### config.mk
export PLATFORM = sky130hd
export DESIGN_NAME = mem_arbiter
export DESIGN_NICKNAME = d
export VERILOG_FILES = /design/src/rtl/mem_arb_pkg.sv /design/src/rtl/mem_arbiter.sv
export SDC_FILE = /design/constraint.sdc
export NUM_CORES = 1
export LEC_CHECK = 0
export BUFFER_PORTS_ARGS = -buffer_cell sky130_fd_sc_hd__buf_4
export CAP_MARGIN = 10
export CORE_AREA = 2 2 336 338
export CTS_CLUSTER_DIAMETER = 30
export CTS_CLUSTER_SIZE = 16
export DETAILED_ROUTE_END_ITERATION = 12
export DIE_AREA = 0 0 338 340
export PLACE_DENSITY_LB_ADDON = 0.25
export SETUP_SLACK_MARGIN = 0.2
export SLEW_MARGIN = 20
export SYNTH_ARGS = -nofsm -noshare
export SYNTH_HDL_FRONTEND = slang
export SYNTH_SLANG_ARGS = --single-unit
### constraint.sdc
create_clock -name clk -period 3.72 [get_ports clk]
set_clock_uncertainty 0.15 [all_clocks]
set_input_delay 0.744 -clock clk [delete_from_list [all_inputs] [get_ports clk]]
set_output_delay 0.744 -clock clk [all_outputs]
set_load 0.05 [all_outputs]
### src/rtl/mem_arb_pkg.sv
// Shared types and constants for the two-client memory arbiter.
package mem_arb_pkg;

    typedef enum logic [1:0] {
        IDLE    = 2'd0,
        GRANT_I = 2'd1,
        GRANT_D = 2'd2,
        RELEASE = 2'd3
    } arb_state_t;

    localparam int DEF_ADDR_W       = 28;
    localparam int DEF_DATA_W       = 128;
    localparam int DEF_MAX_D_STREAK = 3;

    localparam logic CLI_I = 1'b0;
    localparam logic CLI_D = 1'b1;

endpackage

### src/rtl/mem_arbiter.sv
// Shares one memory port between I-cache and D-cache: D has priority, but only for a
// bounded streak of grants while I is waiting, so instruction fetch cannot starve.
module mem_arbiter
    import mem_arb_pkg::*;
#(
    parameter int ADDR_W       = DEF_ADDR_W,
    parameter int DATA_W       = DEF_DATA_W,
    parameter int MAX_D_STREAK = DEF_MAX_D_STREAK
) (
    input  logic              clk,
    input  logic              proc_reset,
    input  logic              i_read,
    input  logic              i_write,
    input  logic [ADDR_W-1:0] i_addr,
    input  logic [DATA_W-1:0] i_wdata,
    output logic [DATA_W-1:0] i_rdata,
    output logic              i_ready,
    input  logic              d_read,
    input  logic              d_write,
    input  logic [ADDR_W-1:0] d_addr,
    input  logic [DATA_W-1:0] d_wdata,
    output logic [DATA_W-1:0] d_rdata,
    output logic              d_ready,
    output logic              mem_read,
    output logic              mem_write,
    output logic [ADDR_W-1:0] mem_addr,
    output logic [DATA_W-1:0] mem_wdata,
    input  logic [DATA_W-1:0] mem_rdata,
    input  logic              mem_ready
);

    localparam int STREAK_W = $clog2(MAX_D_STREAK + 1);
    localparam logic [STREAK_W-1:0] STREAK_MAX = STREAK_W'(MAX_D_STREAK);

    arb_state_t          r_state;
    logic [STREAK_W-1:0] r_d_streak;
    logic                r_mem_read;
    logic                r_mem_write;
    logic [ADDR_W-1:0]   r_mem_addr;
    logic [DATA_W-1:0]   r_mem_wdata;

    logic [1:0]          w_req;
    logic                w_grant_d;
    logic                w_grant_i;
    logic [STREAK_W-1:0] w_streak_next;

    // D wins unless I is also waiting and D has already used its full streak.
    always_comb begin
        w_req         = '0;
        w_req[CLI_I]  = i_read | i_write;
        w_req[CLI_D]  = d_read | d_write;
        w_grant_d     = w_req[CLI_D] & (~w_req[CLI_I] | (r_d_streak < STREAK_MAX));
        w_grant_i     = w_req[CLI_I] & ~w_grant_d;
        w_streak_next = '0;
        if (w_grant_d && w_req[CLI_I]) begin
            w_streak_next = (r_d_streak == STREAK_MAX) ? STREAK_MAX : r_d_streak + 1'b1;
        end
    end

    // A simultaneous read+write is issued as the write; the cache retries the read.
    always_ff @(posedge clk) begin
        if (proc_reset) begin
            r_state     <= IDLE;
            r_d_streak  <= '0;
            r_mem_read  <= 1'b0;
            r_mem_write <= 1'b0;
            r_mem_addr  <= '0;
            r_mem_wdata <= '0;
        end else begin
            case (r_state)
                IDLE: begin
                    if (w_grant_d) begin
                        r_state     <= GRANT_D;
                        r_d_streak  <= w_streak_next;
                        r_mem_addr  <= d_addr;
                        r_mem_wdata <= d_wdata;
                        r_mem_write <= d_write;
                        r_mem_read  <= d_read & ~d_write;
                    end else if (w_grant_i) begin
                        r_state     <= GRANT_I;
                        r_d_streak  <= '0;
                        r_mem_addr  <= i_addr;
                        r_mem_wdata <= i_wdata;
                        r_mem_write <= i_write;
                        r_mem_read  <= i_read & ~i_write;
                    end
                end
                GRANT_I, GRANT_D: begin
                    if (mem_ready) begin
                        r_state     <= RELEASE;
                        r_mem_read  <= 1'b0;
                        r_mem_write <= 1'b0;
                        r_mem_addr  <= '0;
                        r_mem_wdata <= '0;
                    end
                end
                RELEASE: r_state <= IDLE;
                default: r_state <= IDLE;
            endcase
        end
    end

    assign mem_read  = r_mem_read;
    assign mem_write = r_mem_write;
    assign mem_addr  = r_mem_addr;
    assign mem_wdata = r_mem_wdata;

    assign i_ready = mem_ready & (r_state == GRANT_I);
    assign d_ready = mem_ready & (r_state == GRANT_D);
    assign i_rdata = mem_rdata;
    assign d_rdata = mem_rdata;

endmodule
==> flow_summary.toml, run 1 <==
[cts]
cts.sinks = 162
tritoncts = "built"
cts_made_buffers = 17
root_buffer = "clkbuf_16"
cts_max_path_buffers = 2
h-tree-depth = 4
post_cts.repair.setup_buffers = 0
hold_buffers = 0
cts-resized-gates = 0
clk_latency_ps = 480
path_clk_slew_ps = 70

[floorplanning]
start_util = 0.0807
fp.dieH_um = 340
rows = 123
core_region_area_um2 = 112000
die_x_um = 338
ioPinCount = 863
die_area_um2 = 115000

[synthesis]
ys.warnings.count = 0
syn_nets = 1280
synth_edf_count = 0
netlist_area_um2 = 9010
synthFlopType = "dfxtp_1"
async_flop_share = 0
synth_cell_types = 32
synth_area_leaders = "dfxtp_1 36%, buf_4 22%, mux2i_1 17%, o2bb2ai_1 12%, o2bb2ai_2 5.0%"
synth_top_area_frac = 0.360
syn_area_per_cell_um2 = 10.9
ys_seq_area_frac = 0.360
ys_ff_latch = 162
yosysTopAreaCell = "dfxtp_1"
synth_cells = 829

[critical_path]
rrSetupSlack_ps = 1290
arrival_ps = 2620
end_kind = "flop"
start_kind = "flop"
worstPathMaxFanout = 89
required_ps = 3910
criticalPathCategory = "reg -> reg"

[place]
place.gp.congestion = 0.770
dp_hpwl_um = 36400
post-place-cells = 2512
io_buffers = 478

[drt]
dr.pass1.iters = 4
dr_total_vias = 6759
drc = 0
drtAntennaViolNets = 0
routed_wl_um = 43900
routed_via_density = 2.66
drt_iter0_markers = 251
post_drt_wl_per_cell_um = 17.2

[power_and_ir_drop]
ir_drop_uv = 347
p_per_area_nw_per_um2 = 749
leakage_uw = 0.00511

[global_route]
grt_max_degree = 90
grt_usage = 0.0735
antenna_found_initial = 0
grt_pass1_wl_um = 57800
grt_overflow = 0
grt_pass1_vias = 7307

[layout]
num_antenna_cells = 0
area_growth_syn_to_layout_pct = 43.8
drive_gt1_frac = 0.535
layoutNonFillerInstCount = 2544
nets = 1482

[timing]
timing.hold.ws_ps = 312
grt_setup_unrepaired = "false"
final_hold_viol_count = 0
setup_viol = 0
tightest_slew_ps = 796
max_freq_ghz = 0.411
fin_tns_setup_ps = 0
finalMaxSlewViolations = 0
finalCritPeriodShare = 0.654
period_minus_slack_ps = 2430
slew_headroom = 0.469

[min_path]
hold_class = "reg -> reg"

[run_status]
outcome = "finished clean"

[job]
maxCapViolCount = 0
[cells in the mapped netlist (2+ instances only)]
cell type  number
a21oi_1         5
a31oi_1         3
nand2_1         3
mux2i_1       157
buf_6          13
buf_2          22
buf_4         268
ha_1            4
inv_1           5
o2bb2ai_2      30
nand2b_1        3
clkbuf_1        2
and2_1          2
dfxtp_1       162
nor2_1          5
buf_8           3
nor2_2          2
o2bb2ai_1     126
[kinds of logic (layout without fill, tap and decap cells)]
family	after synthesis	count (layout)	synth area share
buffers and inverters	313	528	0.260
multiplexers	157	157	0.174
AND/OR/NAND/NOR	22	22	0.0144
AO/OA/AOI/OAI	171	171	0.186
flip-flops	162	162	0.360
adder cells (fa/ha/maj)	4	4	0.00556
[metrics by stage]
stage / setup slack [ps] / power [µW] / utilization / instance area [µm²]
finish: 1290 / 9700 / 0.116 / 12900
global route: 1220 / 10200 / 0.116 / 12900
CTS: 1290 / 9960 / 0.116 / 12900
detailed placement: 893 / 7940 / 0.111 / 12300
global placement: 931 / 7930 / 0.111 / 12300
floorplan: 1660 / 6850 / - / 9010
[power breakdown]
part	internal [µW]	switching, µW	leakage [µW]
combinational	1550	3520	0.00349
clock	1070	854	0.000290
sequential	2330	373	0.00133
total	4950	4750	0.00511
[cells in the final DEF, fill, tap and decap left out, types with 2 or more instances in the layout]
cell type and n:
and2_1 2, ha_1 4, buf_4 485, nand2_1 3, nor2_1 4, buf_12 6, bufinv_16 3, inv_1 5
clkinv_4 5, o2bb2ai_1 126, clkbuf_16 17, nor2_2 2, a21oi_1 5, clkbuf_1 2, inv_6 2, a31oi_1 3
nand2b_1 3, clkinvlp_4 2, dfxtp_1 162, o2bb2ai_2 30, mux2i_1 157
[flip-flops by register name, summed over array words and instances (netlist names)]
register / count
mem_addr: 28
mem_read: 1
r_state: 2
r_d_streak: 2
mem_wdata: 128
mem_write: 1
[layout make-up]
type                    instances  area [µm²]
clock buffers                  19         433
multi-input cells             354        3440
fillers                     12816       98600
clock inverters                13         178
flip-flops and latches        162        3240
well taps                    1500        1880
repair buffers                491        3760
inverters                       5        18.8
[per-layer routing]
layer	global-route usage	up-vias	routed length, µm
met2	0.127	440	22000
li1	-	3132	-
met5	0	-	0
met1	0.0703	3059	14600
met3	0.0357	128	5020
met4	0.0429	0	2220
[final timing paths]
check / startpoint / end / depth (start not counted)
max reg2reg: r_state[0] / mem_wdata[26] / 7
min: mem_wdata[29] / mem_wdata[29] / 1
max: r_state[0] / mem_wdata[26] / 7
min reg2reg: mem_wdata[29] / mem_wdata[29] / 1
[critical path, cell delays in order, from the launching register on]
cell	delay, ps
dfxtp_1	360
inv_1	90
ha_1	370
nor2b_1	180
a311oi_2	400
nor2_4	90
buf_12	200
o2bb2ai_1	250
Note: power is estimated with default switching activity, not from simulation.
==> inputs of run 2 (changes only) <==
clock period = 2.25 ns   (was 3.72 ns; I/O delays follow)
==> flow_summary.toml, run 2 (synthesis results as in run 1) <==
[cts]
h-tree-depth = 4
root_buffer = "clkbuf_16"
cts.sinks = 162
cts_made_buffers = 17
clk_latency_ps = 490
tritoncts = "built"
path_clk_slew_ps = 80
cts_max_path_buffers = 2

[floorplanning]
rows = 123
ioPinCount = 863
fp.dieH_um = 340
die_area_um2 = 115000
die_x_um = 338
core_region_area_um2 = 112000
start_util = 0.0807

[layout]
final_common_cell = "buf_4"
area_growth_syn_to_layout_pct = 52.6
multi_input_area_um2 = 3640
utilization = 0.123
drive_gt1_frac = 0.583
num_antenna_cells = 0
seqCellArea_um2 = 3250
largest_reg_flops = 128
nets = 1525
final_cell_mix = "499 x buf_4, 160 x dfxtp_1, 154 x mux2i_1, 102 x o2bb2ai_1, 54 x o2bb2ai_2"
fillCellCount = 12750

[timing]
finalMaxSlewViolations = 0
fin_tns_setup_ps = 0
tightest_slew_ps = 353
period_minus_slack_ps = 2000
slew_headroom = 0.758
final_hold_viol_count = 0
max_freq_ghz = 0.500
grt_setup_unrepaired = "true"
finalCritPeriodShare = 0.889
setup_viol = 0

[run_status]
outcome = "finished clean"

[global_route]
grt_pass1_wl_um = 59300
grt_overflow = 0
antenna_found_initial = 0
grt_pass1_vias = 7602
grt_usage = 0.0754
grt_max_degree = 68

[critical_path]
r2r_start = "r_d_streak[0]"
rrSetupSlack_ps = 260
arrival_ps = 1400
criticalPathCategory = "reg -> out"
start_kind = "flop"
worstPathMaxFanout = 3
r2r_end = "mem_wdata[67]"
rr_worst_depth = 6
required_ps = 1650
end_kind = "primary output"

[drt]
routed_wl_um = 47300
post_drt_wl_per_cell_um = 18.3
drc = 0
dr_total_vias = 6969
drtAntennaViolNets = 0
routed_via_density = 2.69
drt_iter0_markers = 155
dr.pass1.iters = 4

[place]
place.gp.congestion = 0.804
io_buffers = 478
dp_hpwl_um = 36800

[min_path]
hold_class = "in -> reg"
hold_start = "d_wdata[8]"
hold_depth = 3
worstHoldEndpoint = "mem_wdata[8]"

[power_and_ir_drop]
p_per_area_nw_per_um2 = 1250
leakage_uw = 0.00545
ir_drop_uv = 496

[job]
maxCapViolCount = 0
[run 2: cell types whose count changed in the layout (fill, tap and decap cells not counted), moves of 3 or more]
| cell | delta |
|---|---|
| buf_12 | +7 |
| buf_16 | +4 |
| buf_4 | +14 |
| buf_6 | +6 |
| bufinv_16 | -3 |
| clkbuf_16 | +8 |
| clkinv_4 | -4 |
| clkinvlp_4 | +3 |
| dlygate4sd3_1 | +3 |
| mux2i_1 | -3 |
| mux2i_2 | +3 |
| o2bb2ai_1 | -24 |
| o2bb2ai_2 | +24 |
[run 2: metal layers]
layer  wire (µm)  GRT usage
met1       16300     0.0701
met2       23900      0.135
met3        4710     0.0332
met4        2370     0.0467
met5           0          0
[run 2: what timing repair did]
item                                    CTS  global route
gates resized for setup                  21            34
endpoints found under the hold margin     3             0
setup buffers                             3             5
hold buffers                              3             0
gates cloned                              2            11
pin swaps                                 3             4
endpoints found under the setup margin  158           155
[run 2: through the flow]
step / power [µW] / instances / instance area, µm² / worst slack, ps / hold WS, ps
final: 17200 / 2586 / 13700 / 250 / 73.5
after global routing: 18100 / 2586 / 13700 / 168 / 31.6
after CTS: 16800 / 2570 / 13300 / 152 / 1.87
after detailed placement: 13400 / 2531 / 12600 / 35.4 / 297
after global placement: 13400 / 2531 / 12600 / 92.6 / 296
after floorplan: 11300 / 829 / 9010 / 305 / 313
[run 2: how the worst max path moves through the flow]
stage	start	endpoint	cells past startpoint
CTS	r_state[0]	mem_addr[16]	8
detailed placement	r_state[1]	mem_wdata[35]	7
global placement	r_state[0]	mem_wdata[23]	7
finish	r_state[1]	d_ready	4
global route	r_state[1]	d_ready	4
floorplan	r_state[0]	mem_addr[0]	8
[run 2: where the power goes]
group / internal (µW) / leakage, µW / switching (µW) / total [µW]
Sequential: 3870 / 0.00133 / 629 / 4500
Clock: 1410 / 0.000239 / 1430 / 2830
Combinational: 3400 / 0.00389 / 6420 / 9820
Total: 8670 / 0.00545 / 8480 / 17200
[run 2: layout make-up]
class / instances / area share
tap: 1500 / 0.137
sequential: 162 / 0.237
clock inverter: 11 / 0.00601
multi-input combinational: 354 / 0.265
timing repair buffer: 534 / 0.322
inverter: 5 / 0.00173
clock buffer: 20 / 0.0318
[run 2: critical path, stage by stage (launching register included)]
cell	delay (ps)
dfxtp_4	360
buf_4	130
ha_2	150
and2_4	130
buf_8	140
==> inputs of run 3 (changes only) <==
BUFFER_PORTS_ARGS = -buffer_cell sky130_fd_sc_hd__buf_2   (was -buffer_cell sky130_fd_sc_hd__buf_4)
==> flow_summary.toml, run 3 (synthesis results as in run 1) <==
[cts]
cts_made_buffers = 17
path_clk_slew_ps = 70
cts.sinks = 162
cts_max_path_buffers = 2
h-tree-depth = 4
hold_buffers = 0
tritoncts = "built"
root_buffer = "clkbuf_16"
clk_latency_ps = 480

[layout]
fillCellCount = 12802
num_antenna_cells = 0
final_common_cell = "buf_2"
area_growth_syn_to_layout_pct = 40.9
final_cell_mix = "476 x buf_2, 160 x dfxtp_1, 151 x mux2i_1, 106 x o2bb2ai_1, 47 x o2bb2ai_2"
nets = 1528
drive_gt1_frac = 0.586
finish.instance_area_um2 = 12700
utilization = 0.114
largest_reg_flops = 128

[global_route]
grt_overflow = 0
grt_pass1_wl_um = 57500
grt_pass1_vias = 7428
grt_usage = 0.0738
antenna_found_initial = 1
grt_max_degree = 38

[drt]
routed_wl_um = 46300
dr.pass1.iters = 4
drtAntennaViolNets = 0
drt_iter0_markers = 252
routed_via_density = 2.70
dr_total_vias = 6997
drc = 0
post_drt_wl_per_cell_um = 17.9

[timing]
final_hold_viol_count = 0
tightest_slew_ps = 487
grt_setup_unrepaired = "true"
max_freq_ghz = 0.497
period_minus_slack_ps = 2010
fin_tns_setup_ps = 0
slew_headroom = 0.677
finalCritPeriodShare = 0.895
setup_viol = 0
finalMaxSlewViolations = 0

[place]
place.gp.congestion = 0.824
io_buffers = 478
dp_hpwl_um = 35600
placed_cell_area_um2 = 11400

[floorplanning]
start_util = 0.0807
core_region_area_um2 = 112000
fp.dieH_um = 340
die_x_um = 338
die_area_um2 = 115000
rows = 123
ioPinCount = 863

[power_and_ir_drop]
leakage_uw = 0.00523
ir_drop_uv = 464
p_per_area_nw_per_um2 = 1340

[critical_path]
arrival_ps = 2230
criticalPathCategory = "reg -> reg"
end_kind = "flop"
start_kind = "flop"
required_ps = 2460
worstPathMaxFanout = 6

[run_status]
outcome = "finished clean"

[job]
maxCapViolCount = 0

[min_path]
hold_class = "in -> reg"
run 3: cell count changes in the layout (fill, tap and decap cells not counted), moves of 3 or more:
| cell | previous run | this run |
|---|---|---|
| buf_16 | 4 | 10 |
| buf_2 | 0 | 476 |
| buf_4 | 499 | 29 |
| dlygate4sd3_1 | 3 | 0 |
| mux2i_1 | 154 | 151 |
| mux2i_2 | 3 | 6 |
| o2bb2ai_1 | 102 | 106 |
| o2bb2ai_2 | 54 | 47 |
| o2bb2ai_4 | 0 | 3 |
run 3: path summary, 6_finish.rpt:
| kind | start | endpoint | slack [ps] | cells after the start |
|---|---|---|---|---|
| min reg2reg | mem_wdata[85] | mem_wdata[85] | 310 | 1 |
| max reg2reg | r_state[1] | mem_wdata[36] | 240 | 8 |
| min | d_addr[13] | mem_addr[13] | 80 | 3 |
| max | r_state[1] | mem_wdata[36] | 240 | 8 |
run 3: timing repair:
action	CTS	global route
cloned	6	9
setup buffers	3	3
resized for setup	29	28
setup endpoints to repair	158	158
pin swaps	4	5
run 3: final cells by class:
| class | count | area [µm²] | share of cell area |
|---|---|---|---|
| clock buffers | 22 | 464 | 0.0366 |
| repair buffers | 537 | 3310 | 0.261 |
| multi-input cells | 354 | 3650 | 0.288 |
| flip-flops and latches | 162 | 3250 | 0.256 |
| inverters | 5 | 18.8 | 0.00148 |
| well taps | 1500 | 1880 | 0.148 |
| clock inverters | 10 | 125 | 0.00986 |
run 3: routing by layer:
layer	wire length, µm	share of wire	up-vias	track usage
met3	4170	0.090	136	0.0293
met5	0	0	-	0
met2	23200	0.50	431	0.130
met1	16600	0.36	3196	0.0714
met4	2310	0.050	0	0.0463
li1	-	-	3234	-
run 3: metrics by stage:
| stage | total power [µW] | std cells | worst slack (ps) | hold WS (ps) |
|---|---|---|---|---|
| floorplan | 11300 | 829 | 305 | 313 |
| finish | 17100 | 2590 | 237 | 84.4 |
| global placement | 12600 | 2537 | 28.5 | 291 |
| detailed placement | 12600 | 2537 | 53.9 | 291 |
| CTS | 16800 | 2578 | 144 | 13.5 |
| global route | 18000 | 2590 | 157 | 42.0 |
run 3: report_power, final:
part,internal [µW],total [µW],switching [µW],leakage [µW]
clock network,1700,3110,1410,0.000274
logic,2930,9480,6550,0.00363
registers,3860,4460,598,0.00133
total,8490,17100,8560,0.00523
run 3: worst max-delay path: stages, from the launching register on:
cell	delay, ps
dfxtp_2	340
inv_2	60
ha_4	270
nor2_1	50
a311oi_2	350
nor2_4	130
clkbuf_16	220
buf_16	170
o2bb2ai_4	130
